File: src/rtl/wb_icu.sv
// wb_icu: two-source interrupt control unit with a Wishbone register slave.
//   clk, reset             single clock; asynchronous active-high reset
//   wb_stb_i/cyc_i/we_i    Wishbone strobe, cycle, write enable
//   wb_adr_i[3:0]          word offset (1 EOI, 4 IMASK, 6 INSERV, 7 REQST, 12 I0CON, 13 I1CON)
//   wb_sel_i[1:0]          byte lanes; only lane 0 carries register bits
//   wb_dat_i/wb_dat_o      16-bit write / read data; wb_ack_o one-cycle acknowledge
//   irq_in[1:0]            asynchronous INT0/INT1 requests
//   inta, intr, vector     CPU acknowledge level, request to CPU, acknowledged type
//   nmi_in, nmia, nmi      NMI request, NMI acknowledge, NMI to CPU
// Optional feature: define WB_ICU_NMI_EN to build the NMI path; otherwise nmi is tied low.
module wb_icu #(
  parameter logic [7:0]  VEC_BASE    = 8'h0C,
  parameter int unsigned SYNC_STAGES = 2
) (
  input  logic        clk,
  input  logic        reset,
  input  logic        wb_stb_i,
  input  logic        wb_cyc_i,
  input  logic        wb_we_i,
  input  logic [3:0]  wb_adr_i,
  input  logic [1:0]  wb_sel_i,
  input  logic [15:0] wb_dat_i,
  output logic [15:0] wb_dat_o,
  output logic        wb_ack_o,
  input  logic [1:0]  irq_in,
  input  logic        inta,
  output logic        intr,
  output logic [7:0]  vector,
  input  logic        nmi_in,
  input  logic        nmia,
  output logic        nmi
);

  localparam int unsigned DW     = 16;
  localparam int unsigned CW     = 5;
  localparam logic [3:0]  ADR_EOI    = 4'd1;
  localparam logic [3:0]  ADR_IMASK  = 4'd4;
  localparam logic [3:0]  ADR_INSERV = 4'd6;
  localparam logic [3:0]  ADR_REQST  = 4'd7;
  localparam logic [3:0]  ADR_I0CON  = 4'd12;
  localparam logic [3:0]  ADR_I1CON  = 4'd13;
  localparam logic [CW-1:0] CON_RST  = 5'h0F;

  logic [SYNC_STAGES-1:0][1:0] irq_sync_q;
  logic [1:0]          irq_prev_q;
  logic [SYNC_STAGES:0] vld_q;
  logic [1:0]          reqst_q, reqst_d, inserv_q, inserv_d;
  logic [CW-1:0]       con0_q, con0_d, con1_q, con1_d;
  logic                inta_q, intr_q, intr_d, ack_q;
  logic [7:0]          vector_q, vector_d;
  logic [DW-1:0]       dat_q, dat_d, rdata;

  logic [1:0] sync_irq, irq_edge, lvl, mask, reqst_c, pend;
  logic [1:0] eoi_clr, inserv_e, elig, win, ack_vec;
  logic [2:0] pri0, pri1;
  logic       acc, wr, inta_rise;
  logic       unused_bits;

  assign unused_bits = ^{wb_sel_i[1], wb_dat_i[14:8]};

  // vld_q tracks how far real post-reset samples have travelled, so a request
  // already high during reset is not mistaken for a rising edge.
  assign sync_irq  = irq_sync_q[SYNC_STAGES-1];
  assign irq_edge  = sync_irq & ~irq_prev_q & {2{vld_q[SYNC_STAGES]}};
  assign lvl       = {con1_q[4], con0_q[4]};
  assign mask      = {con1_q[3], con0_q[3]};
  assign pri0      = con0_q[2:0];
  assign pri1      = con1_q[2:0];
  // Level-mode requests follow the synchroniser directly.
  assign reqst_c   = (lvl & sync_irq) | (~lvl & reqst_q);
  assign acc       = wb_stb_i & wb_cyc_i & ~ack_q;
  assign wr        = acc & wb_we_i & wb_sel_i[0];
  assign inta_rise = inta & ~inta_q;

  // Register writes, EOI, arbitration and acknowledge.
  always_comb begin
    con0_d   = con0_q;
    con1_d   = con1_q;
    eoi_clr  = 2'b00;
    rdata    = '0;
    vector_d = vector_q;

    if (wr) begin
      case (wb_adr_i)
        ADR_IMASK: begin con0_d[3] = wb_dat_i[0]; con1_d[3] = wb_dat_i[1]; end
        ADR_I0CON: con0_d = wb_dat_i[CW-1:0];
        ADR_I1CON: con1_d = wb_dat_i[CW-1:0];
        ADR_EOI: begin
          if (wb_dat_i[15]) begin
            if (inserv_q[0] && (!inserv_q[1] || pri0 <= pri1)) eoi_clr = 2'b01;
            else if (inserv_q[1])                              eoi_clr = 2'b10;
          end else if (wb_dat_i[7:0] == VEC_BASE) begin
            eoi_clr = 2'b01;
          end else if (wb_dat_i[7:0] == 8'(VEC_BASE + 8'd1)) begin
            eoi_clr = 2'b10;
          end
        end
        default: ;
      endcase
    end

    // Acknowledge sees INSERV after any EOI landing in the same cycle.
    inserv_e = inserv_q & ~eoi_clr;
    pend     = reqst_c & ~mask;
    elig[0]  = pend[0] & ~inserv_e[0] & (~inserv_e[1] | (pri0 < pri1));
    elig[1]  = pend[1] & ~inserv_e[1] & (~inserv_e[0] | (pri1 < pri0));
    win[0]   = elig[0] & (~elig[1] | (pri0 <= pri1));
    win[1]   = elig[1] & ~win[0];
    ack_vec  = inta_rise ? win : 2'b00;

    inserv_d = inserv_e | ack_vec;
    reqst_d  = (lvl & sync_irq) | (~lvl & ~ack_vec & (reqst_q | irq_edge));
    intr_d   = (|elig) & ~inta_rise;

    if (inta_rise) begin
      if (win[0])      vector_d = VEC_BASE;
      else if (win[1]) vector_d = 8'(VEC_BASE + 8'd1);
      else             vector_d = 8'(VEC_BASE + 8'd7);
    end

    case (wb_adr_i)
      ADR_IMASK:  rdata = {14'b0, mask};
      ADR_INSERV: rdata = {14'b0, inserv_q};
      ADR_REQST:  rdata = {14'b0, reqst_c};
      ADR_I0CON:  rdata = {11'b0, con0_q};
      ADR_I1CON:  rdata = {11'b0, con1_q};
      default:    rdata = '0;
    endcase
    dat_d = (acc && !wb_we_i) ? rdata : '0;
  end

  always_ff @(posedge clk or posedge reset) begin
    if (reset) begin
      irq_sync_q <= '0;
      irq_prev_q <= '0;
      vld_q      <= '0;
      reqst_q    <= '0;
      inserv_q   <= '0;
      con0_q     <= CON_RST;
      con1_q     <= CON_RST;
      inta_q     <= 1'b0;
      intr_q     <= 1'b0;
      vector_q   <= VEC_BASE;
      ack_q      <= 1'b0;
      dat_q      <= '0;
    end else begin
      irq_sync_q <= {irq_sync_q[SYNC_STAGES-2:0], irq_in};
      irq_prev_q <= sync_irq;
      vld_q      <= {vld_q[SYNC_STAGES-1:0], 1'b1};
      reqst_q    <= reqst_d;
      inserv_q   <= inserv_d;
      con0_q     <= con0_d;
      con1_q     <= con1_d;
      inta_q     <= inta;
      intr_q     <= intr_d;
      vector_q   <= vector_d;
      ack_q      <= acc;
      dat_q      <= dat_d;
    end
  end

  assign wb_ack_o = ack_q;
  assign wb_dat_o = dat_q;
  assign intr     = intr_q;
  assign vector   = vector_q;

`ifdef WB_ICU_NMI_EN
  logic [SYNC_STAGES-1:0] nmi_sync_q;
  logic                   nmi_prev_q, nmi_q, nmi_d, nmi_edge;

  assign nmi_edge = nmi_sync_q[SYNC_STAGES-1] & ~nmi_prev_q & vld_q[SYNC_STAGES];

  // Acknowledge wins over a coincident new edge.
  always_comb begin
    nmi_d = nmi_q;
    if (nmia)          nmi_d = 1'b0;
    else if (nmi_edge) nmi_d = 1'b1;
  end

  always_ff @(posedge clk or posedge reset) begin
    if (reset) begin
      nmi_sync_q <= '0;
      nmi_prev_q <= 1'b0;
      nmi_q      <= 1'b0;
    end else begin
      nmi_sync_q <= {nmi_sync_q[SYNC_STAGES-2:0], nmi_in};
      nmi_prev_q <= nmi_sync_q[SYNC_STAGES-1];
      nmi_q      <= nmi_d;
    end
  end

  assign nmi = nmi_q;
`else
  logic unused_nmi;
  assign unused_nmi = nmi_in ^ nmia;
  assign nmi        = 1'b0;
`endif

endmodule
File: config.mk
export PLATFORM = sky130hd
export DESIGN_NAME = wb_icu
export DESIGN_NICKNAME = d
export VERILOG_FILES = /design/src/rtl/wb_icu.sv
export SDC_FILE = /design/constraint.sdc
export NUM_CORES = 1
export LEC_CHECK = 0
export BUFFER_PORTS_ARGS = -buffer_cell sky130_fd_sc_hd__buf_2
export CAP_MARGIN = 0
export CELL_PAD_IN_SITES_DETAIL_PLACEMENT = 2
export CELL_PAD_IN_SITES_GLOBAL_PLACEMENT = 2
export CORE_AREA = 2 2 81 76
export DETAILED_ROUTE_END_ITERATION = 7
export DIE_AREA = 0 0 83 78
export PLACE_DENSITY_LB_ADDON = 0.1
export SYNTH_ARGS = -nofsm -noshare
export SYNTH_HDL_FRONTEND = slang
export SYNTH_SLANG_ARGS = --single-unit
File: constraint.sdc
create_clock -name clk -period 5.5 [get_ports clk]
set_clock_uncertainty 0.1 [all_clocks]
set_input_delay 1.1 -clock clk [delete_from_list [all_inputs] [get_ports clk]]
set_output_delay 1.1 -clock clk [all_outputs]
set_load 0.02 [all_outputs]
# ---- After elaboration in Yosys (flattened, before gate mapping)
# Cells that the tools add are included.
dict set report totals {
  ff_bits 50
  in_bits 32
  output_inout_bits 27
  wordCells 91
}
dict set report classes {
  order_cmp 3
  n_eq_ne 8
  muxes 14
  bitwise 39
  n_reduce_logical 12
}
# op count
set ops {}
lappend ops {{$pmux 5 s5} 1}
lappend ops {{$and 2x2->2} 8}
lappend ops {{$eq 8x4->1 const B} 2}
lappend ops {{$mux 16} 1}
lappend ops {{$mux 2} 8}
lappend ops {{$and 1x1->1} 12}
lappend ops {{$eq 4x3->1 const B} 3}
lappend ops {{$mux 5} 2}
lappend ops {{$not 2->2} 5}
lappend ops {{$eq 4x4->1 const B} 2}
lappend ops {{$or 2x2->2} 4}
lappend ops {{$reduce_and 2->1} 4}
lappend ops {{$not 1->1} 7}
lappend ops {{$lt 3x3->1} 2}
lappend ops {{$eq 4x1->1 const B} 1}
lappend ops {{$pmux 1 s2} 2}
lappend ops {{$reduce_bool 2->1} 2}
lappend ops {{$le 3x3->1} 1}
lappend ops {{$or 1x1->1} 3}
lappend ops {{$logic_and 1x1->1} 2}
lappend ops {{$logic_not 1->1} 2}
lappend ops {{$reduce_or 2->1} 1}
lappend ops {{$logic_or 1x1->1} 1}

# ---- Depth between registers and ports, before layout
dict set report logic_depth {
  word_depth 22
  mapped_depth 8
  depth_no_buf 8
}

# ---- Least setup slack after synthesis
# No wires, ideal clock.
dict set report synth_timing {
  kind {input port to flip-flop}
  start {input port wb_adr_i[2]}
  end {register vector_q[1] (netlist: vector[1])}
  setup_ps 124
  t_arrival_ps 2572
  required_ps 5276
  path_slack_ps 2704
  cell_stages 6
  path_buffers 0
  path_cell_list {or3b_1 nor4_4 o211ai_2 a311o_1 a21boi_1 o31a_1}
}
dict set report synth_between {
  elab_chain_cells 15
  elab_cells_between_ends 20
  classes_between {1 x eq/ne; 4 x mux; 15 x bitwise}
}
# item line
set synth_rtl {}
lappend synth_rtl {{from (decl)} 20} ;# input logic [3:0] wb_adr_i,
lappend synth_rtl {{$eq 4x1->1 *} 84} ;# case (wb_adr_i)
lappend synth_rtl {{$mux 2 *} 84}
lappend synth_rtl {{$mux 2 *} 83} ;# if (wr) begin
lappend synth_rtl {{$not 2->2 *} 103} ;# inserv_e = inserv_q & ~eoi_clr;
lappend synth_rtl {{$and 2x2->2 *} 103}
lappend synth_rtl {{$not 1->1} {105, 106}}
lappend synth_rtl {{$and 1x1->1 / $or 1x1->1 (equally long branches)} 106} ;# elig[1] = pend[1] & ~inserv_e[1] & (~inserv_e[0] | (pri1 < pri0));
lappend synth_rtl {{$and 1x1->1} 106}
lappend synth_rtl {{$not 1->1} 107} ;# win[0] = elig[0] & (~elig[1] | (pri0 <= pri1));
lappend synth_rtl {{$or 1x1->1} 107}
lappend synth_rtl {{$and 1x1->1} 107}
lappend synth_rtl {{$not 1->1} 108} ;# win[1] = elig[1] & ~win[0];
lappend synth_rtl {{$and 1x1->1} 108}
lappend synth_rtl {{$mux 5} 117} ;# else if (win[1]) vector_d = 8'(VEC_BASE + 8'd1);
lappend synth_rtl {{$mux 5 *} 116} ;# if (win[0]) vector_d = VEC_BASE;
lappend synth_rtl {{to (signal assigned)} 156} ;# vector_q <= vector_d;
lappend synth_rtl {{to (decl)} 50} ;# logic [7:0] vector_q, vector_d;
# Every way passes the cells marked *; elsewhere a longest branch is shown, timed or not.
# A chain may end at the register's enable or synchronous reset.

# ---- Worst setup path after layout
dict set report layout_timing {
  start {input port wb_adr_i[0]}
  end {register reqst_q[0]}
}
dict set report layout_between {
  elab_chain_cells 16
  elab_cells_between_ends 21
  classes_between {1 x eq/ne; 3 x mux; 17 x bitwise}
}
# item line
set layout_rtl {}
lappend layout_rtl {{$eq 4x1->1 *} 84}
lappend layout_rtl {{$mux 2 *} 84}
lappend layout_rtl {{$mux 2 *} 83}
lappend layout_rtl {{$not 2->2 *} 103}
lappend layout_rtl {{$and 2x2->2 *} 103}
lappend layout_rtl {{$not 1->1} {105, 106}}
lappend layout_rtl {{$and 1x1->1 / $or 1x1->1 (equally long branches)} 106}
lappend layout_rtl {{$and 1x1->1} 106}
lappend layout_rtl {{$not 1->1} 107}
lappend layout_rtl {{$or 1x1->1} 107}
lappend layout_rtl {{$and 1x1->1 *} 107}
lappend layout_rtl {{$mux 2 *} 109} ;# ack_vec = inta_rise ? win : 2'b00;
lappend layout_rtl {{$not 2->2 *} 112} ;# reqst_d = (lvl & sync_irq) | (~lvl & ~ack_vec & (reqst_q | irq_edge));
lappend layout_rtl {{$and 2x2->2 * (2 in a row)} 112}
lappend layout_rtl {{$or 2x2->2 *} 112}
lappend layout_rtl {{via reqst_d[0]} 47} ;# logic [1:0] reqst_q, reqst_d, inserv_q, inserv_d;
lappend layout_rtl {{to (signal assigned)} 150} ;# reqst_q <= reqst_d;
lappend layout_rtl {{to (decl)} 47}
# The timed path passes the listed nets; every way through them passes the cells marked *.

==> results.cfg <==
[run_status]
status = completed

[sta]
slew_headroom_pct = 64.9
drv_slew = 0
hold_violations = 0
finalSetupTns_ns = 0
fin_crit_sh_pct = 56.4
rsz0062_at_grt = no
finalCriticalPeriod_ns = 3.10
setup_viol = 0
fmax_ghz = 0.322
worstMarginPinSlew_ns = 0.519

[run]
maxCapViolCount = 0

[worst_setup_path]
crit_buf_inv = 1
startpoint_type = primary input
critPathRequiredTime_ns = 5.56
cp_max_fo = 14
setup.worst_path.class = in2reg
worst_path_max_delay_cell = or3b_1
cp_top_family = simple AND/OR/NAND/NOR gates
worstPathCellList = buf_2 > or3b_1 > nor4_4 > o211ai_2 > a311o_1 > nor3_1 > a32oi_1
cp.arrival_ns = 3.16
max_stage_delay_ns = 0.43
worstSetupEndpointType = flip-flop

[detailed_routing]
ant_nets = 0
first_pass_iters = 4
wl_per_cell_um = 15.9
via_per_inst = 4.76
num_vias = 1324
routed_wl_um = 4430
drt_iter0_drc = 60
drc_errors = 0

[yosys]
syn-mean-instance-area_um2 = 10.1
synth_edf_count = 0
synth_seq_cells = 34
synth_cell_types = 40
ys.flop_type = dfrtp_1
synth_async_sr_flop_share_pct = 100
synth_cells = 172
ys_seq_area_share_pct = 49.4
yosysWarnings = 0
syn_area_mm2 = 0.00174

[cts]
path_clk_slew_ns = 0.07
cts-root-buf = clkbuf_8
worstSkewPairLatency_ns = 0.29
ctsResizeCount = 0
cts_made_buffers = 5
clock_sinks = 34
h-tree-depth = 2
post-cts-setup-buffers = 0
cts_buffer_depth = 2
tritoncts = built
ctsHoldBuffers = 0

[power_and_ir_drop]
power.total_uw = 711
power.density_mw_per_mm2 = 350
leakage_uw = 0.000968
irDropWorstVdd_v = 0.000156

[hold_path]
hold_path.class = reg2reg

[finish]
fin_area_mm2 = 0.00203
nNetsFinal = 242
area_growth_pct = 16.5
drive_above_1_share_pct = 28.8
antenna_cells = 0

[global_route]
antenna_found_initial = 0
gr-total-overflow = 0
grt_pass1_vias = 1489
grt_pass1_wl_um = 7480
grtUsageTotal_pct = 14.7
grt_max_degree = 35

[placement]
hpwlAfterDp_um = 3430
portBuffers = 33
gp_congestion = 0.764
placed_area_mm2 = 0.00192

[die]
num_io_pins = 59
start_util_pct = 31.4
rows = 26
die_h_um = 78
dieWidth_um = 83
die_area_mm2 = 0.00647
core_mm2 = 0.00556
[registers in the layout (all words and copies together) (netlist names)]
| register | cells |
|---|---|
| inta_q | 1 |
| wb_ack_o | 1 |
| inserv_q | 2 |
| sync_irq | 2 |
| vld_q | 3 |
| vector | 3 |
| intr | 1 |
| wb_dat_o | 5 |
| reqst_q | 2 |
| irq_sync_q | 2 |
| irq_prev_q | 2 |
| con1_q | 5 |
| con0_q | 5 |
[placed cells by master (no fill, tap or decap), types with 3 or more instances in the layout]
master and count:
dfrtp_1 25, nand2_1 19, mux2i_1 6, nor2b_1 5
inv_1 11, dfstp_2 9, nor2_1 13, mux2_2 5
conb_1 16, nand2b_1 3, clkbuf_8 5, ha_1 3
o21ai_0 11, a21oi_1 8, buf_2 33, nor3_1 3
[final cells by class]
cell class,instances,area [µm²]
tap,70,87.6
clock buffer,5,68.8
multi-input combinational,121,754
fill,622,3530
sequential,34,862
inverter,11,41.3
timing repair buffer,34,173
clock inverter,3,45.0
[path summary, 6_finish.rpt]
path | from | to | slack (ns) | cells after the start
setup / recovery | wb_adr_i[0] | reqst_q[0] | 2.40 | 7
hold / removal | irq_sync_q[0] | sync_irq[0] | 0.25 | 0
setup reg to reg | con1_q[2] | reqst_q[0] | 2.68 | 8
hold reg to reg | irq_sync_q[0] | sync_irq[0] | 0.25 | 0
max in group asynchronous | reset | vector[3] | 4.16 | 3
min in group asynchronous | reset | irq_sync_q[0] | 0.79 | 3
[synth_stat cells, types with 2 or more instances]
cell      number  area (µm²)
dfrtp_1       25         626
nand2_1       19        71.3
buf_4         17         128
nor2_1        13        48.8
inv_1         11        41.3
o21ai_0       11        55.1
dfstp_2        9         236
a21oi_1        8        40.0
mux2i_1        6        60.1
mux2_2         5        56.3
nor2b_1        5        31.3
ha_1           3        37.5
nand2b_1       3        18.8
nor3_1         3        15.0
a21boi_0       2        15.0
a31oi_1        2        12.5
buf_1          2        7.51
conb_1         2        7.51
nand3b_1       2        15.0
nor4b_1        2        17.5
o211a_1        2        20.0
o221ai_1       2        17.5
[power by group]
group	leakage [µW]	internal, µW	switching, µW	total (µW)
sequential	0.000391	284	24.1	308
clock	0.0000504	135	97.5	232
combinational	0.000526	58.7	112	171
total	0.000968	477	234	711
[per-stage QoR]
step                      utilization (%)  hold slack [ns]  setup slack (ns)  instances
after floorplan                         -            0.231              2.70        186
after global placement               34.5            0.232              2.17        270
after detailed placement             34.5            0.240              2.16        270
after CTS                            36.5            0.258              2.39        278
after global routing                 36.5            0.263              2.26        278
final                                36.5            0.254              2.40        278
[cells by family (layout without fill, tap and decap cells)]
group | count (synthesis) | in the layout | synth area share, %
and+or+nand+nor | 53 | 53 | 15.6
muxes | 11 | 11 | 6.67
DFF | 34 | 34 | 49.4
adders and majority gates | 3 | 3 | 2.15
other | 2 | 16 | 0.431
buffers and inverters | 31 | 53 | 10.3
AOI/OAI and AO/OA | 38 | 38 | 15.4
[layer usage]
metal	wire length (µm)	vias to the layer above	track usage [%]
li1	-	630	-
met1	2030	649	19.0
met2	2150	39	24.2
met3	207	6	4.15
met4	47	0	3.93
met5	0	-	0
Power figures use the tool's default switching activity.
